$ cat src/rtl/movavg_pkg.sv
// ---------------------------------------------------------------------------
// movavg_pkg
// Shared constants and types for the moving-average controller.
//   WIDTH      : sample width, equal to the RAM data width
//   DEPTH_LOG2 : log2 of the averaging window, equal to the RAM address width
//   DEPTH      : window length in samples
//   SUM_W      : running-sum width; wide enough that it never overflows
//   FILL_W     : width of the fill counter, which counts 0..DEPTH
//   state_t    : controller FSM states
// ---------------------------------------------------------------------------
package movavg_pkg;

  localparam int WIDTH      = 12;
  localparam int DEPTH_LOG2 = 3;
  localparam int DEPTH      = 2 ** DEPTH_LOG2;
  localparam int SUM_W      = WIDTH + DEPTH_LOG2;
  localparam int FILL_W     = DEPTH_LOG2 + 1;

  typedef enum logic [1:0] {
    IDLE   = 2'd0,
    READ   = 2'd1,
    UPDATE = 2'd2,
    OUT    = 2'd3
  } state_t;

endpackage

$ cat src/rtl/moving_avg_ctrl_if.sv
// ---------------------------------------------------------------------------
// moving_avg_ctrl_if
// Groups the signals of the moving-average controller into three bundles.
//   Sample stream : in_valid, in_sample, in_ready
//   Result        : out_valid, out_avg
//   RAM port      : mem_we, mem_a, mem_wd, mem_rd (mem_rd is a combinational
//                   read of mem_a)
// Modports:
//   slave  : the controller itself
//   master : the surrounding logic (sample source, RAM, result consumer)
// ---------------------------------------------------------------------------
interface moving_avg_ctrl_if;
  import movavg_pkg::*;

  logic                  in_valid;
  logic [WIDTH-1:0]      in_sample;
  logic                  in_ready;
  logic                  out_valid;
  logic [WIDTH-1:0]      out_avg;
  logic                  mem_we;
  logic [DEPTH_LOG2-1:0] mem_a;
  logic [WIDTH-1:0]      mem_wd;
  logic [WIDTH-1:0]      mem_rd;

  modport slave (
    input  in_valid, in_sample, mem_rd,
    output in_ready, out_valid, out_avg, mem_we, mem_a, mem_wd
  );

  modport master (
    output in_valid, in_sample, mem_rd,
    input  in_ready, out_valid, out_avg, mem_we, mem_a, mem_wd
  );

endinterface

$ cat src/rtl/moving_avg_ctrl.sv
// ---------------------------------------------------------------------------
// moving_avg_ctrl
// Runs an external 8x12 RAM as a circular buffer of the most recent samples.
// It keeps a running sum of that window and publishes the moving average
// (sum >> DEPTH_LOG2, floor). Each sample takes four cycles:
// IDLE (accept) -> READ (fetch the oldest sample) -> UPDATE (RAM write and
// sum update) -> OUT (out_valid pulse).
// Ports:
//   clk     : system clock
//   reset_n : synchronous active-low reset
//   clear   : synchronous flush; empties the window and keeps the RAM contents
//   bypass  : only present when MOVAVG_BYPASS_EN is defined; out_avg then
//             takes the raw sample, while the window is still maintained
//   bus     : moving_avg_ctrl_if.slave (sample stream, result, RAM port)
// Optional feature macro: MOVAVG_BYPASS_EN
// ---------------------------------------------------------------------------
module moving_avg_ctrl
  import movavg_pkg::*;
(
  input  logic clk,
  input  logic reset_n,
  input  logic clear,
`ifdef MOVAVG_BYPASS_EN
  input  logic bypass,
`endif
  moving_avg_ctrl_if.slave bus
);

  state_t                r_state;
  logic [WIDTH-1:0]      r_sample;
  logic [WIDTH-1:0]      r_old;
  logic [SUM_W-1:0]      r_sum;
  logic [DEPTH_LOG2-1:0] r_wr_ptr;
  logic [FILL_W-1:0]     r_fill;
  logic                  r_in_ready;
  logic                  r_out_valid;
  logic [WIDTH-1:0]      r_out_avg;
  logic                  r_mem_we;
  logic [WIDTH-1:0]      r_mem_wd;

  logic [SUM_W-1:0]      w_sum_next;
  logic [WIDTH-1:0]      w_avg;
  logic [WIDTH-1:0]      w_out_load;

  // The oldest sample leaves the window and the new sample enters it.
  // r_old is zero until the window is full.
  assign w_sum_next = r_sum - {{DEPTH_LOG2{1'b0}}, r_old} + {{DEPTH_LOG2{1'b0}}, r_sample};
  assign w_avg      = w_sum_next[SUM_W-1:DEPTH_LOG2];

`ifdef MOVAVG_BYPASS_EN
  assign w_out_load = bypass ? r_sample : w_avg;
`else
  assign w_out_load = w_avg;
`endif

  // Controller FSM: sample handshake, window bookkeeping and registered outputs.
  always_ff @(posedge clk) begin
    if (!reset_n) begin
      r_state     <= IDLE;
      r_sample    <= {WIDTH{1'b0}};
      r_old       <= {WIDTH{1'b0}};
      r_sum       <= {SUM_W{1'b0}};
      r_wr_ptr    <= {DEPTH_LOG2{1'b0}};
      r_fill      <= {FILL_W{1'b0}};
      r_in_ready  <= 1'b1;
      r_out_valid <= 1'b0;
      r_out_avg   <= {WIDTH{1'b0}};
      r_mem_we    <= 1'b0;
      r_mem_wd    <= {WIDTH{1'b0}};
    end else if (clear) begin
      // The flush drops any sample in flight. out_avg keeps its last value.
      r_state     <= IDLE;
      r_sum       <= {SUM_W{1'b0}};
      r_wr_ptr    <= {DEPTH_LOG2{1'b0}};
      r_fill      <= {FILL_W{1'b0}};
      r_in_ready  <= 1'b1;
      r_out_valid <= 1'b0;
      r_mem_we    <= 1'b0;
    end else begin
      r_out_valid <= 1'b0;
      r_mem_we    <= 1'b0;
      case (r_state)
        IDLE: begin
          if (bus.in_valid && r_in_ready) begin
            r_sample   <= bus.in_sample;
            r_in_ready <= 1'b0;
            r_state    <= READ;
          end else begin
            r_state    <= IDLE;
          end
        end
        READ: begin
          // The RAM is never cleared, so its slot is only trusted once the
          // window has been filled since the last reset or clear.
          r_old    <= (r_fill == FILL_W'(DEPTH)) ? bus.mem_rd : {WIDTH{1'b0}};
          r_mem_we <= 1'b1;
          r_mem_wd <= r_sample;
          r_state  <= UPDATE;
        end
        UPDATE: begin
          r_sum       <= w_sum_next;
          r_wr_ptr    <= r_wr_ptr + DEPTH_LOG2'(1);
          r_fill      <= (r_fill == FILL_W'(DEPTH)) ? r_fill : r_fill + FILL_W'(1);
          r_out_valid <= 1'b1;
          r_out_avg   <= w_out_load;
          r_state     <= OUT;
        end
        OUT: begin
          r_in_ready <= 1'b1;
          r_state    <= IDLE;
        end
        default: begin
          r_in_ready <= 1'b1;
          r_state    <= IDLE;
        end
      endcase
    end
  end

  assign bus.in_ready  = r_in_ready;
  assign bus.out_valid = r_out_valid;
  assign bus.out_avg   = r_out_avg;
  assign bus.mem_a     = r_wr_ptr;
  assign bus.mem_wd    = r_mem_wd;
  // The write strobe is registered. It is also qualified by reset_n and clear
  // so that a reset or flush arriving during UPDATE cancels the RAM write.
  assign bus.mem_we    = r_mem_we & reset_n & ~clear;

endmodule

$ cat src/flat_wrapper.sv
// flat-port wrapper written by rule: the top's interface ports become plain ports
module moving_avg_ctrl_flat import movavg_pkg::*;
  (clk, reset_n, clear, bus_in_valid, bus_in_sample, bus_mem_rd, bus_in_ready, bus_out_valid, bus_out_avg, bus_mem_we, bus_mem_a, bus_mem_wd);
  moving_avg_ctrl_if bus_i ();
  input  logic clk;
  input  logic reset_n;
  input  logic clear;
  input wire logic [$bits(bus_i.in_valid)-1:0] bus_in_valid;
  input wire logic [$bits(bus_i.in_sample)-1:0] bus_in_sample;
  input wire logic [$bits(bus_i.mem_rd)-1:0] bus_mem_rd;
  output wire logic [$bits(bus_i.in_ready)-1:0] bus_in_ready;
  output wire logic [$bits(bus_i.out_valid)-1:0] bus_out_valid;
  output wire logic [$bits(bus_i.out_avg)-1:0] bus_out_avg;
  output wire logic [$bits(bus_i.mem_we)-1:0] bus_mem_we;
  output wire logic [$bits(bus_i.mem_a)-1:0] bus_mem_a;
  output wire logic [$bits(bus_i.mem_wd)-1:0] bus_mem_wd;
  assign bus_i.in_valid = bus_in_valid;
  assign bus_i.in_sample = bus_in_sample;
  assign bus_i.mem_rd = bus_mem_rd;
  assign bus_in_ready = bus_i.in_ready;
  assign bus_out_valid = bus_i.out_valid;
  assign bus_out_avg = bus_i.out_avg;
  assign bus_mem_we = bus_i.mem_we;
  assign bus_mem_a = bus_i.mem_a;
  assign bus_mem_wd = bus_i.mem_wd;
  moving_avg_ctrl u_core (.clk(clk), .reset_n(reset_n), .clear(clear), .bus(bus_i));
endmodule
$ cat config.mk
export PLATFORM = sky130hd
export DESIGN_NAME = moving_avg_ctrl_flat
export DESIGN_NICKNAME = d
export VERILOG_FILES = /design/src/rtl/movavg_pkg.sv /design/src/rtl/moving_avg_ctrl_if.sv /design/src/rtl/moving_avg_ctrl.sv /design/src/flat_wrapper.sv
export SDC_FILE = /design/constraint.sdc
export NUM_CORES = 1
export LEC_CHECK = 0
export CAP_MARGIN = 20
export CORE_ASPECT_RATIO = 1.75
export CORE_MARGIN = 2
export CORE_UTILIZATION = 50
export DETAILED_ROUTE_END_ITERATION = 10
export PLACE_DENSITY = 0.71
export SLEW_MARGIN = 15
export SYNTH_ARGS = -nofsm -noshare
export SYNTH_HDL_FRONTEND = slang
export SYNTH_SLANG_ARGS = --single-unit
$ cat constraint.sdc
create_clock -name clk -period 7 [get_ports clk]
set_input_delay 1.4 -clock clk [delete_from_list [all_inputs] [get_ports clk]]
set_output_delay 1.4 -clock clk [all_outputs]
set_load 0.01 [all_outputs]
Yosys cells after proc, flatten, opt, wreduce, memory -nomap -nowiden --
Index checks and enable logic that the tools add are counted.
Cells by class: add/sub/neg operators 4, eq/ne operators 5, muxes and demuxes 7, bitwise operators 5, reductions and logical operators 9
Operators by type and width (count):
- adder 15 x 12 -> 15 bit | 1
- subtractor 15 x 12 -> 15 bit | 1
- 2-to-1 mux 12 bit | 1
- case mux 2 bit (4 select lines) | 1
- AND reduction 2 bit | 4
- adder 4 x 1 -> 4 bit, second input constant | 1
- equality test 2 bit, second input constant | 2
- equality test 4 bit, second input constant | 1
- 2-to-1 mux 1 bit | 4
- adder 3 x 1 -> 3 bit, second input constant | 1
- NOT 1 bit | 3
- AND reduction 3 bit | 1
- bitwise AND 1 bit | 2
- equality test 2 x 1 -> 1 bit, second input constant | 1
- logical NOT 2 bit | 1
- inequality test 2 x 1 -> 1 bit, second input constant | 1
- case mux 1 bit (2 select lines) | 1
- nonzero test 2 bit | 1
- OR reduction 2 bit | 1
- logical AND 1 bit | 1
Word-level totals: register bits 75, input port bits 28, output and inout bits 30, logic and storage cells 41

Depth between registers and ports, before layout --
Gate-level depths: netlist of the first run.
depth in word-level cells 3, depth in mapped cells 11, mapped depth without buffers 11

Worst setup path before layout of the first run --
No wires, ideal clock.
path kind in2out, start point in reset_n, end point out bus_mem_we, arrival 2.027 ns, data required time 5.600 ns, path slack 3.573 ns, stages on the path 3, buffers on the path 1, path through nor2b_1 > clkbuf_1 > and2_1
Between the ends: word-level cells in the longest chain between the ends 2
RTL lines:
- start: declaration | RTL line flat_wrapper.sv:6 | input logic reset_n;
- bitwise AND 1 bit (2 in a row) | RTL line moving_avg_ctrl.sv:127 | assign bus.mem_we = r_mem_we & reset_n & ~clear;
- end: declaration | RTL line flat_wrapper.sv:14 | output wire logic [$bits(bus_i.mem_we)-1:0] bus_mem_we;
Every way passes these cells.

Final worst setup path of the first run --
Ends and elaborated chain as after synthesis.

==> results of run 1 <==
cell families (layout without fill, tap and decap cells):
| group | Yosys count | count (layout) | share of synthesized area (%) |
|---|---|---|---|
| buffers and inverters | 76 | 134 | 7.26 |
| AND/OR/NAND/NOR | 160 | 160 | 19.8 |
| multiplexers | 8 | 8 | 2.04 |
| AO/OA/AOI/OAI | 93 | 93 | 16.8 |
| flip-flops | 75 | 75 | 38.2 |
| adder cells (fa/ha/maj) | 35 | 35 | 13.4 |
| XOR/XNOR | 11 | 11 | 2.45 |
routing by layer:
metal / wire (um) / vias up / GRT usage, %
li1: - / 1622 / -
met1: 3610 / 1504 / 24.4
met2: 4220 / 91 / 37.4
met3: 343 / 19 / 2.82
met4: 230 / 0 / 11.1
met5: 0 / - / 0
cell usage in the layout (no fill, tap or decap), types with 5 or more instances in the layout:
master,synthesis,routed
ha_1,23,23
a21oi_1,13,13
fa_1,12,12
buf_4,0,5
dfxtp_1,75,75
clkbuf_16,0,9
a21boi_0,28,28
o21ai_0,11,11
xor2_1,5,5
nor2b_1,16,16
nor2_1,20,20
a22oi_1,12,12
mux2i_1,8,8
nand3_1,17,17
and2_1,5,5
inv_1,56,56
nand2_1,71,71
or3_1,6,6
clkdlybuf4s50_1,0,57
xnor2_1,6,6
worst max-delay path, cell delays in order:
cell,delay (ns)
clkdlybuf4s50_1,0.45
buf_4,0.39
nor2b_1,0.18
buf_4,0.20
and2_1,0.15
clkdlybuf4s50_1,0.53
registers in the layout, indices dropped and copies added (netlist names):
register	flops
u_core.r_state	2
u_core.bus.mem_wd	12
u_core.r_mem_we	1
u_core.r_old	12
u_core.r_fill	4
u_core.r_sum	15
u_core.bus.out_avg	12
u_core.r_sample	12
u_core.bus.out_valid	1
u_core.bus.mem_a	3
u_core.bus.in_ready	1
final timing paths:
check                                startpoint                                 end
max                                     reset_n                          bus_mem_we
min          u_core.bus.out_avg[6]$_SDFFE_PN0P_  u_core.bus.out_avg[6]$_SDFFE_PN0P_
max reg2reg        u_core.r_sum[6]$_SDFFE_PP0P_       u_core.r_sum[10]$_SDFFE_PP0P_
min reg2reg  u_core.bus.out_avg[6]$_SDFFE_PN0P_  u_core.bus.out_avg[6]$_SDFFE_PN0P_
power by group through the flow:
stage	Clock, mW	Combinational, mW	Sequential (mW)
after floorplan	0	0.106	0.446
after global placement	0	0.152	0.446
after detailed placement	0	0.154	0.447
after CTS	0.445	0.155	0.437
after global routing	0.461	0.173	0.438
final	0.435	0.155	0.437
final cells by class:
class                           count  share of cell area, %
Inverter                           57                   4.40
Tap cell                           88                   2.27
Clock inverter                      2                  0.206
Clock buffer                       13                   5.56
Sequential cell                    75                   30.9
Multi-Input combinational cell    307                   44.1
Timing Repair Buffer               62                   12.5
==> results.cfg, run 1 <==
[outcome]
status = finished, final reports clean

[cells_and_area]
final_net_count = 575
regArea_um2 = 1500
fin_cells = 604
area_delta_synth_final_pct = 23.6
multi_input_area_um2 = 2140
n_fill_cell = 657
final_util_pct = 63.7
n_antenna_cell = 0
stdcell_area_um2 = 4860
layout-drive-gt1-share_pct = 5.43

[placement]
dp.cells = 589
hpwlAfterDp_mm = 6.21
pre_cts_ws_ns = 2.31
gp_congestion = 0.883
numPortBuffers = 57
placed_cell_area_um2 = 4580

[yosys]
synth_fp_nets = 521
synth.most_common_cell = dfxtp_1
seq_area_frac_synth_pct = 38.2
synthArstFlopShare_pct = 0
ys_types = 49
synth_area_per_cell_um2 = 8.58
synthFlopType = dfxtp_1
syn-cell-area_um2 = 3930
synth_area_leader_cell = dfxtp_1
ys_seq_elements = 75
synth_area_leaders = dfxtp_1, ha_1, nand2_1
synth_edf_count = 0
syn_inst = 458
yosysTopAreaCellShare_pct = 38.2
yosys-top-cells-count = dfxtp_1, nand2_1, inv_1
synth_warnings = 0

[critical_path]
cp-start-kind = input pin
arrival_ns = 3.31
ff2ff_path_depth = 10
critical_path_class = input pin to output pin
cp_max_fo = 51
cp.required_ns = 5.60
worstSetupEndpointType = output pin
r2r_slack_ns = 3.96

[sta]
hold_viol_final = 0
setup_slack_ns = 2.29
holdWs_ns = 0.452
rsz0062_at_grt = false
skew_ns = 0.00322
post-route-period-util_pct = 67.3
setup_viol = 0
fmax_mhz = 212
worst_slew_pin_slew_ns = 1.04
relSlewSlack_pct = 30.5
drv_slew = 0
setup_tns_ns = 0
period_needed_ns = 4.71

[power]
p_seq_share_pct = 42.5
power_mw = 1.03
max-vdd-ir-drop_uv = 151
power.density_nw_per_um2 = 212
switching_share_pct = 25.1
p_leak_nw = 1.87
intPower_mw = 0.770
p_comb_share_pct = 15.1
clkPwrFrac_pct = 42.3
power.switching_mw = 0.259

[run]
drv_cap = 0

[detailed_routing]
vias = 3236
drc = 0
dr.pass1.iters = 4
wire_per_inst_um = 13.9
vias_per_cell = 5.36
drt_iter0_drc = 233
ant_nets = 0
finalWirelength_mm = 8.41

[floorplanning]
start_util_pct = 51.6
core-area_um2 = 7620
io_pins = 58
dieArea_um2 = 8610
rows = 42
die_w_um = 71.0
die_y_um = 121

[hold_path]
hold_depth = 2
holdCritPathClass = flip-flop to flip-flop

[clock_network]
clockBufferDepth = 2
cts_htree_levels = 3
holdBufCountCts = 0
cts_inserted_buffers = 9
cts_tree = yes
clk_latency_ns = 0.33
cts-root-buf = clkbuf_16
postCtsResizedCells = 0
cts_setup_buffers = 0
path_clk_slew_ns = 0.05
cts.sinks = 75

[global_routing]
grt_pass1_wl_mm = 14.5
antenna_found_initial = 0
track_usage_pct = 21.2
first_global_vias = 3225
grt_remaining_overflow = 0
grt_max_degree = 52
Power figures use the tool's default switching activity.
==> run 2, diff against run 1 <==
Clock period 7 ns to 4.9 ns, I/O delays scaled along.
==> run 2 against run 1 <==
Against the previous run:
- worst setup slack worse by 0.95 ns
- non-clock buffer count unchanged
- die area unchanged
- global-route usage up 0.14 points
- power up 46%
- worst hold slack better by 0.00057 ns
- critical path type unchanged
- critical endpoint unchanged
- largest cell class unchanged
==> results.cfg, run 2 (synthesis gave the netlist of run 1 again) <==
[outcome]
status = finished, final reports clean

[clock_network]
cts_inserted_buffers = 9
cts-root-buf = clkbuf_16
cts_htree_levels = 3
cts.sinks = 75
clk_latency_ns = 0.34
path_clk_slew_ns = 0.06
cts_setup_buffers = 0
holdBufCountCts = 0
cts_tree = yes
postCtsResizedCells = 0
clockBufferDepth = 2

[critical_path]
cp_max_fo = 12
worstSetupStartpoint = clear
cp.required_ns = 3.92
critical_path_class = input pin to output pin
arrival_ns = 2.58
worstSetupEndpointType = output pin
r2r-start = u_core.r_sum[6]$_SDFFE_PP0P_
cp-start-kind = input pin

[floorplanning]
dieArea_um2 = 8610
die_y_um = 121
start_util_pct = 51.6
core-area_um2 = 7620
rows = 42
die_w_um = 71.0
io_pins = 58

[sta]
period_needed_ns = 3.56
holdWs_ns = 0.452
post-route-period-util_pct = 72.7
rsz0062_at_grt = false
worst_slew_pin_slew_ns = 0.985
hold_viol_final = 0
setup_tns_ns = 0
fmax_mhz = 281
skew_ns = 0.00525
relSlewSlack_pct = 34.3
drv_slew = 0
setup_slack_ns = 1.34
setup_viol = 0

[detailed_routing]
drt_iter0_drc = 165
drc = 0
vias_per_cell = 5.37
wire_per_inst_um = 14.1
dr.pass1.iters = 4
ant_nets = 0
finalWirelength_mm = 8.55
vias = 3249

[global_routing]
grt_remaining_overflow = 0
grt_max_degree = 51
grt_pass1_wl_mm = 14.6
track_usage_pct = 21.3
antenna_found_initial = 0
first_global_vias = 3162

[power]
max-vdd-ir-drop_uv = 217
p_leak_nw = 1.87
power.density_nw_per_um2 = 308

[cells_and_area]
multi_input_area_um2 = 2140
largest_register = u_core.r_sum
final_cell_mix = dfxtp_1, nand2_1, clkdlybuf4s50_1
n_fill_cell = 675
largest_register_ff_count = 15
n_antenna_cell = 0
final_common_cell = dfxtp_1
fin_cells = 605
area_delta_synth_final_pct = 24.0
final_net_count = 575
regArea_um2 = 1500
final_util_pct = 63.9
layout-drive-gt1-share_pct = 5.61

[run]
drv_cap = 0

[placement]
hpwlAfterDp_mm = 6.30
dp.cells = 589
numPortBuffers = 57
gp_congestion = 0.897
pre_cts_ws_ns = 1.31

[hold_path]
holdCritPathClass = flip-flop to flip-flop
min_from = u_core.bus.out_avg[6]$_SDFFE_PN0P_
-- run 2: power by group --
group / internal, mW / total, mW / switching [mW] / leakage (nW)
combinational: 0.101 / 0.222 / 0.120 / 1.12
sequential: 0.619 / 0.625 / 0.00629 / 0.606
clock: 0.405 / 0.656 / 0.251 / 0.145
-- run 2: routing by layer --
layer	global-route usage [%]	vias up	wire (um)
li1	-	1635	-
met1	25.5	1531	3720
met2	37.3	70	4320
met3	4.15	13	308
met4	8.14	0	201
met5	0	-	0
-- run 2: layout make-up --
| class | instances | area share (%) |
|---|---|---|
| clock buffers | 11 | 4.98 |
| multi-input cells | 307 | 44.0 |
| inverters | 57 | 4.39 |
| well taps | 88 | 2.26 |
| flip-flops and latches | 75 | 30.8 |
| clock inverters | 5 | 1.08 |
| repair buffers | 62 | 12.5 |
-- run 2: through the flow --
stage	cell area (um^2)	total power, mW
6_report	4870	1.50
5_1_grt	4870	1.56
4_1_cts	4870	1.51
3_3_place_gp	4580	0.854
3_5_place_dp	4580	0.858
2_1_floorplan	3930	0.789
-- run 2: worst paths after layout --
path | endpoint | slack, ns | depth (start not counted)
min | u_core.bus.out_avg[6]$_SDFFE_PN0P_ | 0.45 | 2
min reg2reg | u_core.bus.out_avg[6]$_SDFFE_PN0P_ | 0.45 | 2
max reg2reg | u_core.r_sum[10]$_SDFFE_PP0P_ | 1.88 | 10
max | bus_mem_we | 1.34 | 5
-- run 2: worst max-delay path, stage by stage --
cell and delay (ns):
clkdlybuf4s50_1 0.56, nor2b_1 0.16, buf_4 0.20, and2_1 0.15, clkdlybuf4s50_1 0.53
==> run 3, diff against run 2 <==
Settings changed: CORE_UTILIZATION 50 to 49, PLACE_DENSITY 0.71 to 0.73.
Clock period 4.9 ns to 3.1 ns, I/O delays scaled along.
==> run 3 against run 2 <==
Against the previous run:
- worst setup slack got worse by 1.2 ns
- sequential power increased by 58%
- power increased by 53%
- largest power group is now registers
==> results.cfg, run 3 (synthesis gave the netlist of run 1 again) <==
[outcome]
status = finished, final reports clean

[placement]
gp_congestion = 0.979
numPortBuffers = 57
hpwlAfterDp_mm = 6.59

[sta]
worst_slew_pin_slew_ns = 0.572
holdWs_ns = 0.451
setup_viol = 0
relSlewSlack_pct = 61.6
post-route-period-util_pct = 94.1
period_needed_ns = 2.92
drv_slew = 0
fmax_mhz = 343
rsz0062_at_grt = false
setup_tns_ns = 0
hold_viol_final = 0
skew_ns = 0.00398

[clock_network]
cts-root-buf = clkbuf_16
cts_htree_levels = 3
cts_tree = yes
clk_latency_ns = 0.34
cts_inserted_buffers = 9
path_clk_slew_ns = 0.05
cts.sinks = 75
holdBufCountCts = 0
clockBufferDepth = 2

[floorplanning]
io_pins = 58
dieArea_um2 = 8780
die_y_um = 122
rows = 43
die_w_um = 71.7
start_util_pct = 50.0
core-area_um2 = 7860

[global_routing]
antenna_found_initial = 0
track_usage_pct = 22.3
grt_pass1_wl_mm = 15.3
first_global_vias = 3322
grt_remaining_overflow = 0
grt_max_degree = 50

[run]
drv_cap = 0

[cells_and_area]
largest_register = u_core.r_sum
n_antenna_cell = 0
n_fill_cell = 689
largest_register_ff_count = 15
layout-drive-gt1-share_pct = 6.17
final_net_count = 579
area_delta_synth_final_pct = 24.3
final_common_cell = dfxtp_1
final_cell_mix = dfxtp_1, nand2_1, clkdlybuf4s50_1

[power]
p_seq_share_pct = 42.9
power.density_nw_per_um2 = 471
clkPwrFrac_pct = 41.4
p_comb_share_pct = 15.7
p_leak_nw = 1.88
power.switching_mw = 0.585
max-vdd-ir-drop_uv = 317
intPower_mw = 1.72
switching_share_pct = 25.4

[detailed_routing]
finalWirelength_mm = 8.97
drc = 0
wire_per_inst_um = 14.7
vias_per_cell = 5.35
drt_iter0_drc = 227
ant_nets = 0
dr.pass1.iters = 4
vias = 3261

[critical_path]
cp.required_ns = 3.32
crit_end = u_core.r_sum[12]$_SDFFE_PP0P_
r2r-start = u_core.r_sum[6]$_SDFFE_PP0P_
cp_max_fo = 6
r2r_slack_ns = 0.18
r2r-end = u_core.r_sum[12]$_SDFFE_PP0P_
worstSetupEndpointType = flip-flop
cp-start-kind = flip-flop
critical_path_class = flip-flop to flip-flop
arrival_ns = 3.14
ff2ff_path_depth = 10
worstSetupStartpoint = u_core.r_sum[6]$_SDFFE_PP0P_

[hold_path]
holdCritPathClass = flip-flop to flip-flop
min_from = u_core.bus.out_avg[5]$_SDFFE_PN0P_
## run 3: worst max-delay path, cell delays in order, from the launching register on
cell and delay (ns):
dfxtp_1 0.33, inv_1 0.06, fa_1 0.54, inv_1 0.04
ha_1 0.40, nand4_2 0.17, a211oi_2 0.39, o21ai_1 0.16
a21boi_1 0.24, mux2i_1 0.14, a311o_1 0.32
## run 3: timing repair
action / CTS / global route
endpoints found under the setup margin: 0 / 3
resized for setup: 0 / 1
buffers inserted: 0 / 0
## run 3: metrics by stage
step | utilization (%) | area (um^2) | power (mW) | cells | worst slack (ns)
after floorplan | - | 3930 | 1.25 | 458 | 0.365
after global placement | 58.7 | 4610 | 1.36 | 595 | 0.284
after detailed placement | 58.7 | 4610 | 1.36 | 595 | 0.141
after CTS | 62.1 | 4880 | 2.31 | 609 | 0.121
after global routing | 62.2 | 4880 | 2.39 | 609 | 0.0587
final | 62.2 | 4880 | 2.30 | 609 | 0.182
## run 3: cell type report
| type | instances | area, um^2 | area share, % |
|---|---|---|---|
| Multi-Input combinational cell | 307 | 2150 | 44.0 |
| Sequential cell | 75 | 1500 | 30.7 |
| Timing Repair Buffer | 66 | 638 | 13.1 |
| Clock buffer | 12 | 256 | 5.25 |
| Inverter | 57 | 214 | 4.38 |
| Tap cell | 90 | 113 | 2.31 |
| Clock inverter | 2 | 12.5 | 0.256 |
## run 3: worst min path at each step
| stage | endpoint | cells after the start | slack, ns |
|---|---|---|---|
| 3_5_place_dp | u_core.bus.out_avg[5]$_SDFFE_PN0P_ | 2 | 0.45 |
| 5_1_grt | u_core.bus.out_avg[5]$_SDFFE_PN0P_ | 2 | 0.47 |
| 6_report | u_core.bus.out_avg[5]$_SDFFE_PN0P_ | 2 | 0.45 |
| 3_3_place_gp | u_core.bus.out_avg[6]$_SDFFE_PN0P_ | 2 | 0.44 |
| 2_1_floorplan | u_core.r_sum[9]$_SDFFE_PP0P_ | 2 | 0.45 |
| 4_1_cts | u_core.bus.out_avg[6]$_SDFFE_PN0P_ | 2 | 0.46 |
## run 3: power by group through the flow
stage	registers, mW	clock network (mW)	logic [mW]
after floorplan	1.01	0	0.239
after global placement	1.01	0	0.348
after detailed placement	1.01	0	0.352
after CTS	0.988	0.967	0.355
after global routing	0.990	1.01	0.394
final	0.988	0.952	0.360
## run 3: per-layer routing
| layer | part of all wire, % | GRT usage (%) |
|---|---|---|
| met5 | 0 | 0 |
| met4 | 2.2 | 8.73 |
| met3 | 4.2 | 5.75 |
| met2 | 52 | 39.5 |
| met1 | 42 | 25.1 |
